===== config.mk =====
export PLATFORM = sky130hd
export DESIGN_NAME = rmst_tile_ctrl
export DESIGN_NICKNAME = d
export VERILOG_FILES = /design/src/rtl/rmst_pkg.sv /design/src/rtl/rmst_addr_gen.sv /design/src/rtl/rmst_tile_ctrl.sv
export SDC_FILE = /design/constraint.sdc
export NUM_CORES = 1
export LEC_CHECK = 0
export ABC_AREA = 0
export CAP_MARGIN = 15
export CELL_PAD_IN_SITES_DETAIL_PLACEMENT = 1
export CELL_PAD_IN_SITES_GLOBAL_PLACEMENT = 2
export CORE_ASPECT_RATIO = 1.75
export CORE_UTILIZATION = 35
export CTS_BUF_LIST = sky130_fd_sc_hd__clkbuf_4
export CTS_CLUSTER_SIZE = 20
export DETAILED_ROUTE_END_ITERATION = 6
export PLACE_DENSITY = 0.94
export SYNTH_ARGS = -nofsm -noshare
export SYNTH_HDL_FRONTEND = slang
export SYNTH_SLANG_ARGS = --single-unit

===== constraint.sdc =====
create_clock -name clk -period 8.55 [get_ports clk]
set_input_delay 0.855 -clock clk [delete_from_list [all_inputs] [get_ports clk]]
set_output_delay 0.855 -clock clk [all_outputs]
set_load 0.05 [all_outputs]

===== src/rtl/rmst_pkg.sv =====
// Shared types and helpers for the read-master tile controller.
package rmst_pkg;

    typedef enum logic [2:0] {
        IDLE   = 3'd0,
        WAIT   = 3'd1,
        CONFIG = 3'd2,
        TRANS  = 3'd3,
        NEXT   = 3'd4
    } state_t;

    // Constant-only helper: exact log2 of a power-of-two bytes-per-word value.
    function automatic int unsigned log2_bpw(input int unsigned bpw);
        int unsigned r;
        r = 0;
        for (int i = 0; i < 32; i++) begin
            if ((32'd1 << i) == bpw) r = i;
        end
        return r;
    endfunction

    function automatic logic [31:0] min_len(input logic [31:0] remain, input logic [31:0] tile);
        return (remain < tile) ? remain : tile;
    endfunction

endpackage


===== src/rtl/rmst_addr_gen.sv =====
// Row/burst address walker: tracks the current burst address, words left in the row and the row index.
module rmst_addr_gen
    import rmst_pkg::*;
#(
    parameter int AW  = 32,
    parameter int LW  = 16,
    parameter int RW  = 12,
    parameter int IOW = 12,
    parameter int BPW = 4
) (
    input  logic          clk,
    input  logic          rst,
    input  logic          load,
    input  logic [AW-1:0] cfg_base,
    input  logic [LW-1:0] cfg_row_len,
    input  logic [RW-1:0] cfg_rows,
    input  logic [AW-1:0] cfg_stride,
    input  logic          step,
    input  logic [IOW-1:0] step_len,
    output logic [AW-1:0] cur_addr,
    output logic [LW-1:0] remain,
    output logic          last_burst
);

    localparam int SH = int'(log2_bpw(BPW));

    logic [AW-1:0] row_base;
    logic [AW-1:0] stride;
    logic [LW-1:0] row_len;
    logic [RW-1:0] rows;
    logic [RW-1:0] row_idx;
    logic [LW-1:0] remain_nxt;
    logic [AW-1:0] addr_step;
    logic          row_end;

    assign remain_nxt = remain - LW'(step_len);
    assign row_end    = (remain_nxt == '0);
    assign last_burst = row_end && (row_idx == rows - RW'(1));
    assign addr_step  = AW'(step_len) << SH;

    always_ff @(posedge clk or posedge rst) begin
        if (rst) begin
            row_base <= '0;
            cur_addr <= '0;
            remain   <= '0;
            row_idx  <= '0;
            row_len  <= '0;
            rows     <= '0;
            stride   <= '0;
        end else if (load) begin
            row_base <= cfg_base;
            cur_addr <= cfg_base;
            remain   <= cfg_row_len;
            row_idx  <= '0;
            row_len  <= cfg_row_len;
            rows     <= cfg_rows;
            stride   <= cfg_stride;
        end else if (step) begin
            if (row_end) begin
                // Row exhausted: jump to the next row start rather than continuing linearly.
                row_idx  <= row_idx + RW'(1);
                row_base <= row_base + stride;
                cur_addr <= row_base + stride;
                remain   <= row_len;
            end else begin
                remain   <= remain_nxt;
                cur_addr <= cur_addr + addr_step;
            end
        end
    end

endmodule


===== src/rtl/rmst_tile_ctrl.sv =====
// Splits a 2D load into bursts of at most TILE_LEN words and hands them to the Avalon read master.
module rmst_tile_ctrl
    import rmst_pkg::*;
#(
    parameter int AW       = 32,
    parameter int IOW      = 12,
    parameter int LW       = 16,
    parameter int RW       = 12,
    parameter int TILE_LEN = 128,
    parameter int BPW      = 4
) (
    input  logic           clk,
    input  logic           rst,
    input  logic           load_start,
    input  logic [AW-1:0]  cfg_base,
    input  logic [LW-1:0]  cfg_row_len,
    input  logic [RW-1:0]  cfg_rows,
    input  logic [AW-1:0]  cfg_stride,
    output logic           load_busy,
    output logic           load_done,
    output logic [AW-1:0]  param_raddr,
    output logic [IOW-1:0] param_iolen,
    output logic           load_trans_start,
    input  logic           load_trans_done,
    input  logic           load_fifo_almost_full,
    output logic [15:0]    burst_cnt
);

    state_t         state;
    logic           ag_load;
    logic           ag_step;
    logic [AW-1:0]  cur_addr;
    logic [LW-1:0]  remain;
    logic           last_burst;
    logic [IOW-1:0] burst_len;

    assign ag_load   = (state == IDLE) && load_start;
    assign ag_step   = (state == NEXT);
    assign load_busy = (state != IDLE);
    assign burst_len = IOW'(min_len(32'(remain), 32'(TILE_LEN)));

    rmst_addr_gen #(
        .AW (AW),
        .LW (LW),
        .RW (RW),
        .IOW(IOW),
        .BPW(BPW)
    ) u_addr_gen (
        .clk        (clk),
        .rst        (rst),
        .load       (ag_load),
        .cfg_base   (cfg_base),
        .cfg_row_len(cfg_row_len),
        .cfg_rows   (cfg_rows),
        .cfg_stride (cfg_stride),
        .step       (ag_step),
        .step_len   (param_iolen),
        .cur_addr   (cur_addr),
        .remain     (remain),
        .last_burst (last_burst)
    );

    always_ff @(posedge clk or posedge rst) begin
        if (rst) begin
            state            <= IDLE;
            load_done        <= 1'b0;
            param_raddr      <= '0;
            param_iolen      <= '0;
            load_trans_start <= 1'b0;
            burst_cnt        <= '0;
        end else begin
            load_done        <= 1'b0;
            load_trans_start <= 1'b0;
            case (state)
                IDLE: begin
                    if (load_start) begin
                        burst_cnt <= '0;
                        // Empty load completes immediately without touching the read master.
                        if (cfg_rows == '0 || cfg_row_len == '0) load_done <= 1'b1;
                        else                                     state     <= WAIT;
                    end
                end
                WAIT: begin
                    if (!load_fifo_almost_full) state <= CONFIG;
                end
                CONFIG: begin
                    param_raddr      <= cur_addr;
                    param_iolen      <= burst_len;
                    load_trans_start <= 1'b1;
                    if (burst_cnt != 16'hFFFF) burst_cnt <= burst_cnt + 16'd1;
                    state            <= TRANS;
                end
                TRANS: begin
                    if (load_trans_done) state <= NEXT;
                end
                NEXT: begin
                    if (last_burst) begin
                        state     <= IDLE;
                        load_done <= 1'b1;
                    end else begin
                        state     <= WAIT;
                    end
                end
                default: state <= IDLE;
            endcase
        end
    end

endmodule


# After elaboration in Yosys (flattened, before gate mapping)
# Cells that the tools add are included.
# op_classes
n_addsub,6
magnitude_cmp,1
eq_ne,11
n_mux,27
n_reduce_logical,14
# ops
op,n
32-bit 2-to-1 mux,6
16-bit 2-to-1 mux,5
12-bit 2-to-1 mux,4
32-bit by 14-bit adder with 32-bit output,1
32-bit adder,1
16-bit logical NOT,2
16-bit case mux with 2 select lines,1
16-bit by 1-bit adder with 16-bit output (second input constant),1
16-bit by 8-bit less-than comparator with 1-bit output (second input constant),1
16-bit != test (second input constant),1
16-bit by 12-bit subtractor with 16-bit output,1
3-bit case mux with 5 select lines,1
12-bit by 1-bit adder with 12-bit output (second input constant),1
12-bit equality test,1
12-bit logical NOT,1
3-bit 2-to-1 mux,4
12-bit by 1-bit subtractor with 12-bit output (second input constant),1
2-bit != test (second input constant),5
3-bit by 2-bit equality test with 1-bit output (second input constant),2
2-bit nonzero test,3
1-bit 2-to-1 mux,5
4-bit AND reduction,1
3-bit by 1-bit equality test with 1-bit output (second input constant),1
3-bit equality test (second input constant),1
7 further kinds,8
# totals
ff_bits,217
input_bits,97
output_inout_bits,63
word_cells,72

# Logic depth before layout (Yosys ltp)
# Gate-level depths: netlist of run 1.
# depth
ltp_word,5
mapped_depth,15
depth_no_buf,13

# Cells and area by module
# From an unflattened synthesis of run 1, not the netlist that was laid out.
# hier_totals
hier_cells,1468
hier_area_um2,13241.4
# modules_own_cells
module,n_inst,cells_per_inst,area_each_um2
rmst_addr_gen,1,1162,10322.4
rmst_tile_ctrl,1,306,2919.0

# Worst setup path before layout of run 1
# Ideal clock, no wire load.
# synth_timing
kind,reg2reg
startpoint,register param_iolen[2]
endpoint,register u_addr_gen.row_idx[6]
setup_ns,0.078
arrival_time_ns,4.030
required_ns,8.472
setup_slack_ns,4.442
path_stages_with_launch,14
synth_period_minus_slack_ns,4.108
cell_sequence,dfrtp_1 inv_1 ha_1 nor2b_1 o31a_1 o31ai_1 mux2i_1 nor2_1 or3_4 or4_1 or4_1 buf_2 or3_1 a21oi_1
# synth_between
elab_chain_len,4
# synth_rtl
item,line,source
start: declaration,rmst_tile_ctrl.sv:22,"output logic [IOW-1:0] param_iolen,"
start signal: assignment,rmst_tile_ctrl.sv:88,param_iolen <= burst_len;
16-bit by 12-bit subtractor with 16-bit output,rmst_addr_gen.sv:36,assign remain_nxt = remain - LW'(step_len);
16-bit logical NOT,rmst_addr_gen.sv:37,assign row_end = (remain_nxt == '0);
2-bit nonzero test (no line),n/a,
2-bit AND reduction (no line),n/a,
end signal: assignment,rmst_addr_gen.sv:61,row_idx <= row_idx + RW'(1);
end: declaration,rmst_addr_gen.sv:31,logic [RW-1:0] row_idx;
# Every way passes these cells.
# A chain may end at the register's enable or synchronous reset.

# Worst setup path after layout of run 1
# layout_timing
startpoint,register u_addr_gen.remain[0]
endpoint,register u_addr_gen.cur_addr[19]
# layout_between
elab_chain_len,5
# layout_rtl
item,line,source
start: declaration,rmst_addr_gen.sv:21,"output logic [LW-1:0] remain,"
start signal: assignment,rmst_addr_gen.sv:53,remain <= cfg_row_len;
start signal: assignment,rmst_addr_gen.sv:64,remain <= row_len;
start signal: assignment,rmst_addr_gen.sv:66,remain <= remain_nxt;
16-bit by 12-bit subtractor with 16-bit output,rmst_addr_gen.sv:36,
16-bit logical NOT,rmst_addr_gen.sv:37,
32-bit 2-to-1 mux,rmst_addr_gen.sv:59,if (row_end) begin
32-bit 2-to-1 mux,rmst_addr_gen.sv:58,end else if (step) begin
32-bit 2-to-1 mux,rmst_addr_gen.sv:50,end else if (load) begin
end signal: assignment,rmst_addr_gen.sv:52,cur_addr <= cfg_base;
end signal: assignment,rmst_addr_gen.sv:63,cur_addr <= row_base + stride;
end signal: assignment,rmst_addr_gen.sv:67,cur_addr <= cur_addr + addr_step;
end: declaration,rmst_addr_gen.sv:20,"output logic [AW-1:0] cur_addr,"
# Every way passes these cells. The select of a mux whose other input is x is not followed.

==> results of run 1 <==
[cell type report]
| cell class | instances | area [sq um] | area share [%] |
|---|---|---|---|
| Antenna cell | 1 | 2.50 | 0.0161 |
| Clock buffer | 77 | 578 | 3.72 |
| Clock inverter | 19 | 76.3 | 0.491 |
| Inverter | 42 | 165 | 1.06 |
| Multi-Input combinational cell | 1215 | 7020 | 45.2 |
| Sequential cell | 217 | 5430 | 34.9 |
| Tap cell | 470 | 588 | 3.78 |
| Timing Repair Buffer | 171 | 1680 | 10.8 |
[kinds of logic (layout without fill, tap and decap cells)]
kind of cell | count (synthesis) | count (layout) | synth area share (%)
fa+ha+maj | 61 | 61 | 6.10
compound gates | 369 | 369 | 18.0
buf+inv | 121 | 309 | 3.57
other cells | 0 | 1 | 0
xor+xnor | 80 | 80 | 5.44
simple gates | 695 | 695 | 23.9
flops | 217 | 217 | 42.2
mux | 10 | 10 | 0.778
[flip-flops by register name (all words and copies together), names as in the netlist]
name / count
state: 3
u_addr_gen.rows: 12
param_raddr: 32
u_addr_gen.row_idx: 12
u_addr_gen.row_base: 32
u_addr_gen.stride: 32
burst_cnt: 16
load_done: 1
load_trans_start: 1
param_iolen: 12
u_addr_gen.cur_addr: 32
u_addr_gen.row_len: 16
u_addr_gen.remain: 16
[stage by stage]
step	utilization (%)	instance area, sq um
floorplan	-	12900
global placement	41.2	14900
detailed placement	41.2	14900
CTS	43.0	15500
global route	43.0	15500
finish	43.0	15500
[how the worst max path moves through the flow]
stage	to	slack (ns)	depth (start not counted)
5_1_grt	u_addr_gen.cur_addr[19]	3.77	14
6_report	u_addr_gen.cur_addr[19]	4.04	14
4_1_cts	u_addr_gen.cur_addr[19]	4.01	14
3_5_place_dp	u_addr_gen.cur_addr[19]	4.02	14
2_1_floorplan	burst_cnt[0]	1.76	1
3_3_place_gp	u_addr_gen.cur_addr[19]	4.16	13
[worst register-to-register path, delay by kind of cell (launching register included)]
family,cells,cell delay (ns)
AO/OA/AOI/OAI,3,0.96
adder cells (fa/ha/maj),2,0.40
buffers and inverters,2,0.36
flip-flops,1,0.41
multiplexers,1,0.30
AND/OR/NAND/NOR,6,2.01
[per-layer routing]
metal	vias to the layer above	track usage, %
li1	5750	-
met1	6020	25.2
met2	293	43.1
met3	139	3.16
met4	0	14.6
met5	-	0
[power breakdown]
| group | leakage, nW | total [mW] | switching [mW] | internal, mW |
|---|---|---|---|---|
| registers | 2.71 | 1.76 | 0.354 | 1.40 |
| logic | 3.98 | 3.38 | 2.09 | 1.29 |
| clock network | 0.385 | 0.876 | 0.463 | 0.413 |
[layout by cell type (no fill, tap or decap), types with 5 or more instances in the layout]
master             n
a211o_1            5
a211oi_1          17
a21o_1            29
a21oi_1           98
a221oi_1           5
a31oi_1           14
and3_1            25
and4_1             7
buf_4             12
clkbuf_4          77
clkdlybuf4s50_1  159
clkinv_1          18
dfrtp_1          217
ha_1              58
inv_1             40
mux2i_1           10
nand2_1          369
nand3_1           31
nand4_1           19
nor2_1           137
nor2b_1            9
nor3_1            24
nor4_1            18
o2111ai_1          5
o211ai_1          12
o21a_1             8
o21ai_0           98
o22ai_1           28
o31ai_1            9
or2_2              6
or3_1             14
or4_1             13
xnor2_1           44
xor2_1            36
==> out/results.ini, run 1 <==
[place]
dp_cells = 2115
dp_hpwl_microns = 32100
gp_congestion = 0.884
io_buffers = 159
dp_slack_ns = 4.02

[clock_network]
ctsHoldBuffers = 0
insertion_delay_ns = 0.76
cts.sinks = 217
clk_pin_slew_ns = 0.08
cts.repair.resized = 0
cts_max_level = 2
cts_buffers = 55
cts_tree = built
cts_setup_buffers = 0
root_buffer = clkbuf_4
clock_path_buffers = 3

[route]
detail_route.wl_per_cell_microns = 19.7
post_drt_via_cell_ratio = 5.52
top_layer = met4
ant_nets = 0
drcViolationCount = 0
drt-met1-wl_microns = 16600
route.met3.wl_microns = 1560
num_vias = 12202
first_iter_violations = 451
met2_length_microns = 22700
dr.pass1.iters = 5
wl_microns = 43700

[finish]
nNetsFinal = 1860
fill_cells = 4455
areaGrowthSynthToFinish_pct = 20.7
drive_gt1_share_pct = 6.72
stdcell_count = 2212

[synthesis]
syn_inst = 1553
ys_top_cells_by_count = nand2_1 (370), dfrtp_1 (217), nor2_1 (137)
async_reset_ff_share_pct = 100
yosysMostFrequentCell = nand2_1
synth_seq_cells = 217
synth.top_cell.area_share_pct = 42.2
yosysUniqueCellTypes = 73
netlist_area_sq_mm = 0.0129
synth_edf_count = 0
synth_area_per_cell_sq_um = 8.29
synthTopCellsByArea = dfrtp_1 (42%), nand2_1 (11%), ha_1 (5.6%)
synth_flop_cell = dfrtp_1
yosysSeqAreaShare_pct = 42.2
synth_fp_nets = 1711
synth_top_cell_by_area = dfrtp_1
yosys_warnings = 0

[global_routing]
antenna_found_initial = 1
grt.total_usage_pct = 23.5
overflow = 0
grt_max_degree = 90
grt_pass1_wl_microns = 69900
grt_pass1_vias = 13148

[sta]
maxSlewViolCount = 0
hold_ws_ns = 0.476
setup_viol = 0
period_needed_ns = 4.51
slew_headroom_pct = 22.5
min_period_over_period_pct = 52.8
max_clock_freq_mhz = 222
tns_ns = 0
skew_ns = 0.0474
worst_pin_slew_ns = 1.16
hold_viol_final = 0
worst_slack_ns = 4.04
rsz0062_at_grt = false

[setup_path]
rr_worst_depth = 14
r2r-end = u_addr_gen.cur_addr[19]
r2r_start = u_addr_gen.remain[0]
crit_chain = inv_1, ha_1, fa_1, nor2b_1, o31a_1, o31ai_1, mux2i_1, nor2_1, or3_4, or4_1, buf_4, nand2_1, nor3_1, a211oi_1
end_kind = flop
cp-startpoint = u_addr_gen.remain[0]
crit_arrival_ns = 5.16
critPathRequiredTime_ns = 9.20
worst_setup_path_start_kind = flop
cp_slowest_cell = nand2_1
path_max_fanout = 38
worstPathBufferInverterCount = 2
critical_path_class = reg -> reg
max_stage_delay_ns = 0.78
rrSetupSlack_ns = 4.04
crit_family = simple AND/OR/NAND/NOR gates

[flow_run]
drv_cap = 0

[die]
ios = 160
die_h_microns = 256
core_area_sq_mm = 0.0361
start_util_pct = 35.6
die_x_microns = 147
placementRows = 92
die_area_sq_mm = 0.0376

[worst_hold_path]
min_path_cells = 2
min_from = param_raddr[8]
min_path_type = reg -> reg
holdPathEnd = param_raddr[8]

[outcome]
outcome = complete, no violations

[power_and_ir_drop]
irDropWorstVdd_v = 0.000143
p_leak_nw = 7.07
power_mw = 6.02
power_density_mw_per_mm2 = 387

Note: power is estimated with default switching activity, not from simulation.
==> run 2, diff against run 1 <==
clock period = 4.5 ns   (was 8.55 ns; I/O delays follow)
==> out/results.ini, run 2 (synthesized netlist as in run 1, its figures left out) <==
[outcome]
outcome = complete, no violations

[die]
start_util_pct = 35.6  ; unchanged
placementRows = 92  ; unchanged
die_area_sq_mm = 0.0376  ; unchanged
die_h_microns = 256  ; unchanged
core_area_sq_mm = 0.0361  ; unchanged
ios = 160  ; unchanged
die_x_microns = 147  ; unchanged

[clock_network]
insertion_delay_ns = 0.73  ; -0.03 ns
root_buffer = clkbuf_4
cts_buffers = 54  ; -1.8%
clk_pin_slew_ns = 0.08  ; about the same
cts_tree = built
cts_max_level = 2  ; unchanged
cts.sinks = 217  ; unchanged
clock_path_buffers = 3  ; unchanged

[sta]
rsz0062_at_grt = false
min_period_over_period_pct = 94.6  ; +42 points
tns_ns = 0  ; unchanged
max_clock_freq_mhz = 235  ; +6.0%
worst_slack_ns = 0.242  ; -3.79 ns
setup_viol = 0  ; unchanged
slew_headroom_pct = 36.6  ; +14 points
skew_ns = 0.0543  ; +0.00691 ns
hold_viol_final = 0  ; unchanged
period_needed_ns = 4.26  ; -0.256 ns
maxSlewViolCount = 0  ; unchanged
worst_pin_slew_ns = 0.948  ; -0.212 ns

[setup_path]
end_kind = flop
worstPathBufferInverterCount = 0  ; -2
r2r-end = u_addr_gen.row_idx[8]
crit_chain = ha_1, fa_1, nor2b_1, o31a_1, o22ai_1, xnor2_1, nor4_1, o2111ai_1, or4_1, or4_1, or3_1, a21oi_1
crit_arrival_ns = 4.89  ; -0.27 ns
worst_setup_path_start_kind = flop
crit_family = simple AND/OR/NAND/NOR gates
critPathRequiredTime_ns = 5.13  ; -4.07 ns
r2r_start = param_iolen[0]
rr_worst_depth = 12  ; -2
rrSetupSlack_ns = 0.24  ; -3.79 ns
cp_common_cell = or4_1
critical_path_class = reg -> reg
cp_slowest_cell = or4_1
path_max_fanout = 7  ; -82%
max_stage_delay_ns = 0.57  ; -0.21 ns

[power_and_ir_drop]
p_leak_nw = 7.15  ; +1.1%
power_density_mw_per_mm2 = 734  ; +90%
power_mw = 11.5  ; +91%
irDropWorstVdd_v = 0.000282  ; +97%

[finish]
nNetsFinal = 1871  ; +0.59%
stdcell_area_sq_mm = 0.0157  ; +0.84%
final_common_cell = nand2_1
areaGrowthSynthToFinish_pct = 21.7
fill_cells = 4379  ; -1.7%
stdcell_count = 2223  ; +0.50%
layout_common_cells = nand2_1 (369), dfrtp_1 (217), clkdlybuf4s50_1 (159)
drive_gt1_share_pct = 7.48  ; +0.76 points

[place]
io_buffers = 159  ; unchanged
dp_hpwl_microns = 32000  ; -0.37%
dp_slack_ns = 0.276  ; -3.75 ns
gp_congestion = 0.900  ; +1.8%
dpl-instance-area_sq_mm = 0.0150  ; +0.73%
dp_cells = 2127  ; +0.57%

[global_routing]
grt_pass1_wl_microns = 68800  ; -1.5%
grt_max_degree = 104  ; +16%
antenna_found_initial = 1  ; unchanged
grt_pass1_vias = 13081  ; -0.51%
overflow = 0  ; unchanged
grt.total_usage_pct = 23.2  ; -0.28 points

[route]
wl_microns = 43400  ; -0.65%
post_drt_via_cell_ratio = 5.49  ; -0.45%
dr.pass1.iters = 4  ; -1
first_iter_violations = 558  ; +24%
detail_route.wl_per_cell_microns = 19.5  ; -1.1%
drcViolationCount = 0  ; unchanged
num_vias = 12208  ; +0.049%
ant_nets = 0  ; unchanged

[flow_run]
drv_cap = 0  ; unchanged

[worst_hold_path]
min_path_type = in -> async

==> run 2: cell types whose count changed in the layout (fill, tap and decap cells not counted), moves of 2 or more <==
| cell | before | now |
|---|---|---|
| buf_4 | 12 | 21 |
| clkinv_1 | 18 | 15 |
| buf_12 | 0 | 3 |
| clkinv_2 | 1 | 5 |
| clkbuf_4 | 77 | 75 |
==> run 2: metal layers <==
layer / track usage, % / vias to the layer above / wire length [microns]
met5: 0 / - / 0
met4: 12.7 / 0 / 2270
met3: 2.98 / 117 / 1320
met2: 42.7 / 291 / 22700
met1: 25.5 / 6025 / 17000
li1: - / 5775 / -
==> run 2: report_power, final <==
group | leakage, nW | total [mW] | switching [mW] | internal, mW
sequential | 2.71 | 3.31 | 0.647 | 2.67
combinational | 4.04 | 6.48 | 4.00 | 2.49
clock | 0.401 | 1.71 | 0.881 | 0.827
==> run 2: worst register-to-register path: stages, from the launching register on <==
cell and delay, ns:
dfrtp_1 0.43, ha_1 0.26, fa_1 0.41, nor2b_1 0.17, o31a_1 0.23, o22ai_1 0.12, xnor2_1 0.18, nor4_1 0.37
o2111ai_1 0.32, or4_1 0.58, or4_1 0.54, or3_1 0.39, a21oi_1 0.17
==> run 2: through the flow <==
step / hold WS, ns / util, %
2_1_floorplan: 0.439 / -
3_3_place_gp: 0.458 / 41.5
3_5_place_dp: 0.464 / 41.5
4_1_cts: 0.183 / 43.3
5_1_grt: 0.228 / 43.3
6_report: 0.225 / 43.3
==> run 2: repair_timing <==
item / in CTS / in global routing
endpoints found under the setup margin: 0 / 4
gates resized for setup: 0 / 1
hold buffers: 0 / 0
buffers inserted: 0 / 0
hold endpoints to repair: 0 / 0
==> run 2: layout make-up <==
type,count,area [sq um],area share (%)
multi-input combinational,1215,7010,44.7
antenna,1,2.50,0.0160
sequential,217,5430,34.7
timing repair buffer,183,1810,11.5
inverter,42,161,1.03
clock inverter,20,108,0.687
clock buffer,75,563,3.59
tap,470,588,3.75
==> run 2: how the worst max path moves through the flow <==
stage	from	end	slack, ns	cells after the start
6_report	param_iolen[0]	u_addr_gen.row_idx[8]	0.24	12
5_1_grt	param_iolen[0]	u_addr_gen.row_idx[8]	0.09	11
4_1_cts	param_iolen[0]	u_addr_gen.row_idx[8]	0.25	12
3_5_place_dp	u_addr_gen.remain[0]	u_addr_gen.row_idx[10]	0.28	13
3_3_place_gp	param_iolen[2]	u_addr_gen.row_idx[8]	0.36	12
2_1_floorplan	param_iolen[2]	u_addr_gen.row_idx[6]	0.39	13
==> run 3, diff against run 2 <==
SETUP_SLACK_MARGIN = 0.1   (was unset)
==> out/results.ini, run 3 (synthesized netlist as in run 1, its figures left out) <==
[setup_path]
critPathRequiredTime_ns = 5.13  ; about the same
crit_chain = ha_1, fa_1, nor2b_1, o31a_1, o31ai_2, mux2i_1, nor2_1, or3_4, or4_1, or4_1, or3_1, a21oi_1
rr_worst_depth = 12  ; unchanged
crit_arrival_ns = 4.80  ; -0.09 ns
end_kind = flop
max_stage_delay_ns = 0.54  ; -0.03 ns
critical_path_class = reg -> reg
cp_slowest_cell = or4_1
path_max_fanout = 7  ; unchanged
worst_setup_path_start_kind = flop
cp_common_cell = or4_1

[clock_network]
cts_tree = built
cts_setup_buffers = 0  ; unchanged
cts.sinks = 217  ; unchanged
clk_pin_slew_ns = 0.08  ; about the same
clock_path_buffers = 3  ; unchanged
cts_buffers = 54  ; unchanged
root_buffer = clkbuf_4
insertion_delay_ns = 0.73  ; about the same
cts_max_level = 2  ; unchanged

[die]
die_area_sq_mm = 0.0376  ; unchanged
die_x_microns = 147  ; unchanged
start_util_pct = 35.6  ; unchanged
ios = 160  ; unchanged
placementRows = 92  ; unchanged
die_h_microns = 256  ; unchanged
core_area_sq_mm = 0.0361  ; unchanged

[finish]
drive_gt1_share_pct = 7.65  ; +0.17 points
nNetsFinal = 1871  ; unchanged
final_common_cell = nand2_1
post-route-util_pct = 43.4  ; +0.055 points
stdcell_count = 2223  ; unchanged
layout_common_cells = nand2_1 (369), dfrtp_1 (217), clkdlybuf4s50_1 (159)
fill_cells = 4378  ; -0.023%
areaGrowthSynthToFinish_pct = 21.9

[power_and_ir_drop]
irDropWorstVdd_v = 0.000282  ; about the same
power_mw = 11.5  ; +0.26%
p_leak_nw = 7.15  ; about the same
power_density_mw_per_mm2 = 735  ; +0.13%

[place]
io_buffers = 159  ; unchanged
dp_hpwl_microns = 32000  ; unchanged
gp_congestion = 0.900  ; unchanged
dp_slack_ns = 0.276  ; unchanged
dp_cells = 2127  ; unchanged

[sta]
slew_headroom_pct = 37.6  ; +0.91 points
worst_pin_slew_ns = 0.935  ; -0.0136 ns
maxSlewViolCount = 0  ; unchanged
min_period_over_period_pct = 92.6  ; -2.0 points
setup_viol = 0  ; unchanged
skew_ns = 0.0520  ; -0.00229 ns
worst_slack_ns = 0.333  ; +0.0919 ns
tns_ns = 0  ; unchanged
period_needed_ns = 4.17  ; -0.0919 ns
hold_viol_final = 0  ; unchanged
max_clock_freq_mhz = 240  ; +2.2%
rsz0062_at_grt = false

[flow_run]
drv_cap = 0  ; unchanged

[route]
first_iter_violations = 527  ; -5.6%
post_drt_via_cell_ratio = 5.49  ; about the same
wl_microns = 43400  ; about the same
num_vias = 12203  ; -0.041%
drcViolationCount = 0  ; unchanged
ant_nets = 0  ; unchanged
dr.pass1.iters = 5  ; +1
detail_route.wl_per_cell_microns = 19.5  ; about the same

[global_routing]
overflow = 0  ; unchanged
grt_max_degree = 104  ; unchanged
antenna_found_initial = 1  ; unchanged
grt_pass1_vias = 13081  ; unchanged
grt_pass1_wl_microns = 68800  ; unchanged
grt.total_usage_pct = 23.2  ; unchanged

[outcome]
outcome = complete, no violations

[worst_hold_path]
min_path_type = in -> async

[run 3: changes by cell type in the layout (fill, tap and decap cells not counted)]
cell | previous run | this run
a41oi_1 | 2 | 1
a41oi_2 | 0 | 1
nor4_1 | 19 | 18
nor4_2 | 1 | 2
o2111ai_1 | 5 | 4
o2111ai_2 | 0 | 1
[run 3: through the flow]
| step | hold WS (ns) | area [sq um] |
|---|---|---|
| global route | 0.228 | 15700 |
| floorplan | 0.439 | 12900 |
| CTS | 0.183 | 15700 |
| detailed placement | 0.464 | 15000 |
| global placement | 0.458 | 15000 |
| finish | 0.226 | 15700 |
[run 3: path summary, 6_finish.rpt]
check,from,to,slack (ns)
worst max-delay path,param_iolen[0],u_addr_gen.row_idx[8],0.33
worst min-delay path,rst,u_addr_gen.rows[7],0.23
worst max register to register,param_iolen[0],u_addr_gen.row_idx[8],0.33
worst min register to register,u_addr_gen.cur_addr[0],param_raddr[0],0.47
max in group asynchronous,rst,u_addr_gen.stride[13],3.63
min in group clk,cfg_stride[15],u_addr_gen.stride[15],0.26
[run 3: metal layers]
layer  up-vias  wire length [microns]  global-route usage [%]
met5         -                      0                       0
met4         0                   2240                    12.7
met3       115                   1330                    2.98
met2       273                  22800                    42.7
met1      6041                  17000                    25.5
li1       5774                      -                       -
[run 3: power breakdown]
part | internal [mW] | switching [mW] | leakage, nW | total [mW]
Sequential | 2.67 | 0.649 | 2.71 | 3.32
Combinational | 2.49 | 4.02 | 4.04 | 6.51
Clock | 0.827 | 0.883 | 0.401 | 1.71
[run 3: cell type report]
cell class / count / area (sq um) / area share [%]
flip-flops and latches: 217 / 5430 / 34.6
diodes: 1 / 2.50 / 0.0160
inverters: 42 / 161 / 1.03
clock buffers: 75 / 563 / 3.59
multi-input cells: 1215 / 7030 / 44.8
repair buffers: 183 / 1810 / 11.5
well taps: 470 / 588 / 3.75
clock inverters: 20 / 108 / 0.686
[run 3: worst max-delay path, delay by kind of cell (launching register included)]
kind                       cells  cell delay (ns)
DFF                            1             0.42
and+or+nand+nor                6             2.03
muxes                          1             0.28
adders and majority gates      2             0.46
AOI/OAI and AO/OA              3             0.87
[run 3: timing repair]
action                     CTS  global route
hold buffers                 0             0
setup endpoints to repair    0            19
gates resized for setup      0             4
